[src/rtl/line_buf_ctrl.sv]
// Line-buffer controller for a 3x1 vertical window over a raster pixel stream.
// Two external FWFT FIFOs hold the previous two lines; one column is emitted per pixel from row 2 on.
module line_buf_ctrl #(
   parameter int WIDTH = 8,
   parameter int IMG_W = 640,
   parameter int IMG_H = 480
) (
   input  logic                       clk,
   input  logic                       rst,

   input  logic                       s_valid,
   input  logic [WIDTH-1:0]           s_data,
   output logic                       s_ready,

   output logic                       f0_wr_en,
   output logic [WIDTH-1:0]           f0_din,
   output logic                       f0_rd_en,
   input  logic [WIDTH-1:0]           f0_dout,
   input  logic                       f0_empty,
   input  logic                       f0_full,

   output logic                       f1_wr_en,
   output logic [WIDTH-1:0]           f1_din,
   output logic                       f1_rd_en,
   input  logic [WIDTH-1:0]           f1_dout,
   input  logic                       f1_empty,
   input  logic                       f1_full,

   output logic [WIDTH-1:0]           col_top,
   output logic [WIDTH-1:0]           col_mid,
   output logic [WIDTH-1:0]           col_bot,
   output logic                       col_valid,
   output logic [$clog2(IMG_W)-1:0]   col_x,
   output logic [$clog2(IMG_H)-1:0]   row_y,
   output logic                       frame_done
);

   localparam int CXW = $clog2(IMG_W);
   localparam int RYW = $clog2(IMG_H);

   localparam logic [CXW-1:0] CX_LAST = CXW'(IMG_W - 1);
   localparam logic [RYW-1:0] RY_LAST = RYW'(IMG_H - 1);

   localparam logic [1:0] ST_FILL0 = 2'd0;
   localparam logic [1:0] ST_FILL1 = 2'd1;
   localparam logic [1:0] ST_RUN   = 2'd2;
   localparam logic [1:0] ST_FLUSH = 2'd3;

   logic [1:0]       state_q, state_d;
   logic [CXW-1:0]   cx_q, cx_d;
   logic [RYW-1:0]   ry_q, ry_d;
   logic [WIDTH-1:0] col_top_q, col_top_d;
   logic [WIDTH-1:0] col_mid_q, col_mid_d;
   logic [WIDTH-1:0] col_bot_q, col_bot_d;
   logic [CXW-1:0]   col_x_q, col_x_d;
   logic [RYW-1:0]   row_y_q, row_y_d;
   logic             col_valid_q, col_valid_d;
   logic             frame_done_q, frame_done_d;

   logic             accept;
   logic             last_col;
   logic             last_row;
   logic             in_fill1_run;
   logic             in_run;
   logic             in_flush;
   logic [CXW-1:0]   cx_next;
   logic [RYW-1:0]   ry_next;

   // Handshake: rows 1+ need line y-1 waiting in f0, rows 2+ also need line y-2 in f1.
   always_comb begin
      in_fill1_run = (state_q == ST_FILL1) || (state_q == ST_RUN);
      in_run       = (state_q == ST_RUN);
      in_flush     = (state_q == ST_FLUSH);
      s_ready      = rst
                     & ~in_flush
                     & ~f0_full
                     & ((ry_q == '0) | ~f0_empty)
                     & ((ry_q < RYW'(2)) | (~f1_empty & ~f1_full));
      accept       = s_valid & s_ready;
      last_col     = (cx_q == CX_LAST);
      last_row     = (ry_q == RY_LAST);
      cx_next      = last_col ? '0 : cx_q + CXW'(1);
      ry_next      = last_col ? ry_q + RYW'(1) : ry_q;
   end

   // FIFO strobes: every accepted pixel is pushed into f0 while f0's head shifts down into f1.
   always_comb begin
      f0_din   = s_data;
      f1_din   = f0_dout;
      f0_wr_en = accept;
      f1_wr_en = accept & in_fill1_run;
      f0_rd_en = (accept & in_fill1_run) | (rst & in_flush & ~f0_empty);
      f1_rd_en = (accept & in_run)       | (rst & in_flush & ~f1_empty);
   end

   always_comb begin
      state_d      = state_q;
      cx_d         = cx_q;
      ry_d         = ry_q;
      col_top_d    = col_top_q;
      col_mid_d    = col_mid_q;
      col_bot_d    = col_bot_q;
      col_x_d      = col_x_q;
      row_y_d      = row_y_q;
      col_valid_d  = 1'b0;
      frame_done_d = 1'b0;

      case (state_q)
         ST_FILL0: begin
            if (accept) begin
               cx_d = cx_next;
               ry_d = ry_next;
               if (last_col) begin
                  state_d = ST_FILL1;
               end
            end
         end

         ST_FILL1: begin
            if (accept) begin
               cx_d = cx_next;
               ry_d = ry_next;
               if (last_col) begin
                  state_d = ST_RUN;
               end
            end
         end

         ST_RUN: begin
            if (accept) begin
               col_top_d   = f1_dout;
               col_mid_d   = f0_dout;
               col_bot_d   = s_data;
               col_x_d     = cx_q;
               row_y_d     = ry_q;
               col_valid_d = 1'b1;
               cx_d        = cx_next;
               // The final pixel leaves ry parked on the last row so it never overflows its width.
               if (last_col && last_row) begin
                  state_d = ST_FLUSH;
               end else begin
                  ry_d = ry_next;
               end
            end
         end

         ST_FLUSH: begin
            if (f0_empty && f1_empty) begin
               frame_done_d = 1'b1;
               cx_d         = '0;
               ry_d         = '0;
               state_d      = ST_FILL0;
            end
         end

         default: begin
            state_d = ST_FILL0;
            cx_d    = '0;
            ry_d    = '0;
         end
      endcase
   end

   always_ff @(posedge clk or negedge rst) begin
      if (!rst) begin
         state_q      <= ST_FILL0;
         cx_q         <= '0;
         ry_q         <= '0;
         col_top_q    <= '0;
         col_mid_q    <= '0;
         col_bot_q    <= '0;
         col_x_q      <= '0;
         row_y_q      <= '0;
         col_valid_q  <= 1'b0;
         frame_done_q <= 1'b0;
      end else begin
         state_q      <= state_d;
         cx_q         <= cx_d;
         ry_q         <= ry_d;
         col_top_q    <= col_top_d;
         col_mid_q    <= col_mid_d;
         col_bot_q    <= col_bot_d;
         col_x_q      <= col_x_d;
         row_y_q      <= row_y_d;
         col_valid_q  <= col_valid_d;
         frame_done_q <= frame_done_d;
      end
   end

   assign col_top    = col_top_q;
   assign col_mid    = col_mid_q;
   assign col_bot    = col_bot_q;
   assign col_x      = col_x_q;
   assign row_y      = row_y_q;
   assign col_valid  = col_valid_q;
   assign frame_done = frame_done_q;

endmodule

[config.mk]
export PLATFORM = sky130hd
export DESIGN_NAME = line_buf_ctrl
export DESIGN_NICKNAME = d
export VERILOG_FILES = /design/src/rtl/line_buf_ctrl.sv
export SDC_FILE = /design/constraint.sdc
export NUM_CORES = 1
export LEC_CHECK = 0
export CAP_MARGIN = 20
export CORE_UTILIZATION = 46
export DETAILED_ROUTE_END_ITERATION = 6
export GPL_TIMING_DRIVEN = 0
export HOLD_SLACK_MARGIN = 0.05
export PLACE_DENSITY = 0.87
export SETUP_SLACK_MARGIN = 0.1
export SYNTH_ARGS = -nofsm -noshare
export SYNTH_HDL_FRONTEND = slang
export SYNTH_SLANG_ARGS = --single-unit
[constraint.sdc]
create_clock -name clk -period 4 [get_ports clk]
set_clock_uncertainty 0.05 [all_clocks]
set_input_delay 0.8 -clock clk [delete_from_list [all_inputs] [get_ports clk]]
set_output_delay 0.8 -clock clk [all_outputs]
set_load 0.03 [all_outputs]
# After elaboration in Yosys (flattened, before gate mapping)
# Cells that the tools add are included.
# W data, S select, Z words.
dict set report word_totals {
  register_bits 66
  in_bits 31
  output_inout_bits 66
  wordCells 81
}
dict set report op_classes {
  addsub 2
  n_lt_le_gt_ge 1
  eq_ne 15
  mux 22
  n_bitwise 20
  reduce_logical 11
}
# cell count
set ops {}
lappend ops {{$mux W9} 5}
lappend ops {{$mux W10} 3}
lappend ops {{$pmux W9 S3} 1}
lappend ops {{$pmux W10 S2} 1}
lappend ops {{$mux W2} 7}
lappend ops {{$ne A2 B2 Y1 const B} 6}
lappend ops {{$and A1 B1 Y1} 11}
lappend ops {{$add A10 B1 Y10 const B} 1}
lappend ops {{$eq A10 B10 Y1 const B} 1}
lappend ops {{$add A9 B1 Y9 const B} 1}
lappend ops {{$eq A9 B9 Y1 const B} 1}
lappend ops {{$logic_not A9 Y1} 1}
lappend ops {{$lt A9 B2 Y1 const B} 1}
lappend ops {{$ne A2 B1 Y1 const B} 4}
lappend ops {{$pmux W2 S4} 1}
lappend ops {{$reduce_and A7 Y1} 1}
lappend ops {{$not A1 Y1} 5}
lappend ops {{$eq A2 B2 Y1 const B} 2}
lappend ops {{$mux W1} 4}
lappend ops {{$or A1 B1 Y1} 4}
lappend ops {{$reduce_and A2 Y1} 2}
lappend ops {{$reduce_and A4 Y1} 1}
lappend ops {{$reduce_or A3 Y1} 1}
lappend ops {{$eq A2 B1 Y1 const B} 1}
lappend ops {{other kinds (4)} 5}

# Logic depth before layout (Yosys ltp)
dict set report depth {
  ltp_word 9
  depth_mapped 9
  depth_no_buf 8
}

# Worst setup path before layout
# OpenSTA, ideal clock, no wires.
dict set report synth_path {
  path_kind {input-to-output}
  from {in f1_full}
  to {out f1_rd_en}
  arrival_ps 2315
  required_ps 3150
  setup_slack_ps 835
  path_stages 7
  path_buffers 2
  cell_sequence {o21ai_0 nand4_1 nor2_4 and2_1 buf_4 buf_6 o21bai_1}
}
dict set report synth_via {
  elab_chain_len 7
}
# element line_no
set synth_rtl {}
lappend synth_rtl {{from (decl)} 27} ;# input logic f1_full,
lappend synth_rtl {{$not A1 Y1} 78} ;# & ((ry_q < RYW'(2)) | (~f1_empty & ~f1_full));
lappend synth_rtl {{$and A1 B1 Y1} 78}
lappend synth_rtl {{$or A1 B1 Y1} 78}
lappend synth_rtl {{$and A1 B1 Y1} 78}
lappend synth_rtl {{$and A1 B1 Y1} 79} ;# accept = s_valid & s_ready;
lappend synth_rtl {{via f0_wr_en} 15} ;# output logic f0_wr_en,
lappend synth_rtl {{$and A1 B1 Y1} 93} ;# f1_rd_en = (accept & in_run) | (rst & in_flush & ~f1_empty);
lappend synth_rtl {{$or A1 B1 Y1} 93}
lappend synth_rtl {{to (decl)} 24} ;# output logic f1_rd_en,
# The timed path passes the listed nets, and every way through them passes these cells.

# Worst setup path in the final report
dict set report layout_path {
  from {in f1_empty}
  to {out f1_rd_en}
}
dict set report layout_via {
  elab_chain_len 7
  elab_cells_between_ends 8
}
# element line_no
set layout_rtl {}
lappend layout_rtl {{from (decl)} 26} ;# input logic f1_empty,
lappend layout_rtl {{$not A1 Y1 (*)} {78, 93}}
lappend layout_rtl {{$and A1 B1 Y1} 78}
lappend layout_rtl {{$or A1 B1 Y1} 78}
lappend layout_rtl {{$and A1 B1 Y1} 78}
lappend layout_rtl {{$and A1 B1 Y1} 79}
lappend layout_rtl {{$and A1 B1 Y1} 93}
lappend layout_rtl {{$or A1 B1 Y1 (*)} 93}
# Every way passes the cells marked *; elsewhere a longest branch is shown, timed or not.

==> summary.txt <==
Route
  – DRT Pass-1 Iters: 4
  – DR vias/cell: 5.310
  – Residual DRC: 0
  – WL/cell: roughly 16 um
  – DRT antenna net count: 0
  – Initial drt markers: 121
  – Via count: approximately 2,400
  – Routed WL: 7.169 mm

Hold path
  – Hold WC Path Type: primary input to async pin

CTS
  – Clk root buf: clkbuf_8
  – Worst-skew pair later-pin latency: 340 ps
  – CTS hold repair buffers: 0
  – TritonCTS buffer count: 9
  – Clock slew at reported path FFs: ~60 ps
  – CTS Sinks: 66
  – CTS tree: done
  – H-Tree Depth: 3
  – CTS max path bufs: 2

Setup path
  – Reg2reg start: state_q[0]$_DFFE_PN0P_
  – Worst path cell trace: clkdlybuf4s50_1 -> o21ai_1 -> nand4_1 -> nor2_4 -> and2_1 -> buf_4 -> buf_6 -> o21bai_1 -> clkdlybuf4s18_2
  – Worst stage delay on the critical path: just over 500 ps
  – Critical path launch point type: primary input
  – Crit-path max FO: 10
  – CP top delay family: buffers and inverters
  – Critical path endpoint category: primary output
  – Req. time, crit path: approximately 3200 ps
  – Buf/Inv on CP: 4
  – Worst Setup Path Type: primary input to primary output
  – Critical Path AT: 2910 ps
  – CP startpoint: f1_empty
  – R2R depth: 8
  – Slowest CP cell: clkdlybuf4s50_1
  – Instance count on the critical path: 9

Placement
  – Dpl cells: about 440
  – Routability congestion estimate: between 0.8 and 0.9
  – DP Worst Slack: -638.7 ps
  – DP Area: 0.004264 mm2
  – Input/output buffers: 96
  – Detailed placement HPWL: approximately 5.2 mm

GRT
  – First-pass GRT wire length: ~12 mm
  – GR Util All Layers: between 20% and 30%
  – Vias in the first global route: between 2,000 and 3,000
  – GRT overflow: 0
  – Initial antenna violation count: 0
  – Largest net degree at the start of global routing: 69

Run
  – Maxcap violations: 0

STA
  – Fin. Hold Viols: 0
  – Worst hold slack: about 290 ps
  – F_max: roughly 270 MHz
  – Final-report max-slew violation count: 0
  – Max-slew headroom at the worst pin: ~70%
  – Post-route setup slack: between 200 and 250 ps
  – Final Setup Violations: 0
  – Worst slew pin tran: around 450 ps
  – RSZ-0062 raised after global routing: false
  – Setup TNS: 0 ps
  – Period utilization: a little over nine tenths
  – Min cycle time layout: 3762 ps

Final layout
  – Multi-input gate area: around 0.0013 mm2
  – Cell Count, Final, Fillers Out: between 400 and 500
  – Final net count: a little over 400
  – Final core occ: 66.15%
  – Final instance area: ~0.0045 mm2
  – Area Overhead vs Synth: 39.42%
  – Share of layout cells above drive strength 1: between 20% and 30%
  – Antenna cells: 0
  – Flip-flop and latch area: roughly 0.0017 mm2
  – Filler instances: between 400 and 500

Synth
  – Post-synth top area cell: dfrtp_1
  – Mapped Nets: 304
  – Mapped Cells: 266
  – #FFs+latches synth: 66
  – Sequential cell area fraction in the yosys report: 51.52%
  – Synthesized area: roughly 0.0032 mm2
  – Synth Warn #: 0
  – Netlist cell types: 48
  – Yosys top cell area share: 51.52%
  – Dominant cells by area after synthesis: dfrtp_1 52%, mux2_2 14%, buf_4 4.2%, ha_1 2.7%, o21ai_0 2.7%
  – Syn avg cell area: ~12 um2

Power and ir drop
  – Leakage power: a little over 2 nW
  – Power Total: 1.271 mW
  – PwrDens: ~280 mW/mm2
  – Max IR drop VDD: 0.2483 mV

Floorplanning
  – I/O pin total: 97
  – Starting Density: roughly 47%
  – Die span in x: roughly 85 um
  – # rows: 30
  – Die area: 0.007307 mm2
  – Chip height: about 85 um
  – Core area: 0.006756 mm2

Outcome
  – Status: finished, final reports clean
-- cell usage after synthesis (all sizes together) --
cell type,instances
dfrtp,66
nor3b,1
clkbuf,1
clkinv,1
or2,2
o211ai,5
o221ai,1
mux2i,2
or3b,1
a21o,1
o21a,2
a21boi,1
nor4b,1
a22o,3
ha,7
inv,8
nor3,4
nand2b,3
buf,24
and2,2
or4,1
o21bai,2
o2bb2ai,1
nand2,12
o22ai,1
or3,7
xnor2,1
o21ai,17
and4b,1
nand4b,1
a21oi,3
and3,4
o31ai,1
nor4,3
nand3,12
nor2,14
mux2,44
xor2,2
nand4,3
-- registers in the layout, indices dropped and copies added, names as in the netlist --
register / cells
ry_q: 9
row_y: 9
state_q: 2
col_mid: 8
cx_q: 10
frame_done: 1
col_valid: 1
col_bot: 8
col_x: 10
col_top: 8
-- cell usage in the layout (no fill, tap or decap), types with 2 or more instances in the layout --
cell,instances
nand3_1,11
or3_1,7
clkbuf_1,4
nor3_1,4
mux2_2,39
ha_1,7
and3_1,3
o21a_1,2
clkdlybuf4s50_1,94
mux2_1,5
xor2_1,2
nand4_1,3
nor2_1,13
o211ai_1,5
and2_1,2
inv_1,8
a22o_1,3
a21oi_2,2
nand2b_1,3
dfrtp_1,66
nand2_1,12
o21bai_1,2
buf_4,22
clkbuf_8,10
mux2i_1,2
buf_6,6
o21ai_0,16
-- kinds of logic (layout without fill, tap and decap cells) --
| family | after synthesis | in the layout | synth area share [%] |
|---|---|---|---|
| AOI/OAI and AO/OA | 38 | 38 | 8.080 |
| adders and majority gates | 7 | 7 | 2.732 |
| DFF | 66 | 66 | 51.52 |
| buffers and inverters | 34 | 149 | 7.494 |
| muxes | 46 | 46 | 16.08 |
| and+or+nand+nor | 72 | 72 | 13.27 |
| xor gates and xnor gates | 3 | 3 | 0.8198 |
-- layout make-up --
class | instances | area share (%)
well taps | 80 | 2.240
plain buffers | 25 | 4.619
repair buffers | 100 | 22.40
multi-input cells | 166 | 29.40
clock inverters | 2 | 0.3080
inverters | 9 | 0.7559
clock buffers | 13 | 3.331
flip-flops and latches | 66 | 36.95
-- power by group --
group / switching, mW / leakage, nW / internal [mW]
Combinational: 0.0533 / 1.07 / 0.0585
Sequential: 0.00648 / 0.894 / 0.673
Clock: 0.240 / 0.0835 / 0.239
-- layer usage --
layer	up-vias	global-route usage (%)	share of wire (%)
met3	8	8.366	8.3
met5	-	0	0
met2	93	35.78	49
met4	0	6.061	0.86
li1	1157	-	-
met1	1190	26.39	42
-- path summary, 6_finish.rpt --
check / endpoint / slack, ps
max reg2reg: col_bot[6]$_DFFE_PN0P_ / 1670
min reg2reg: col_x[5]$_DFFE_PN0P_ / 440
min in group clk: col_x[5]$_DFFE_PN0P_ / 440
max: f1_rd_en / 240
min: state_q[0]$_DFFE_PN0P_ / 290
max in group asynchronous: ry_q[3]$_DFFE_PN0P_ / 3300
-- repair_timing --
action | 4_1_cts | 5_1_grt
gates resized for setup | 5 | 3
setup buffers | 4 | 0
pin swaps | 2 | 2
cloned | 0 | 0
setup endpoints to repair | 4 | 2
No activity file was read; power rests on OpenSTA's default activity.
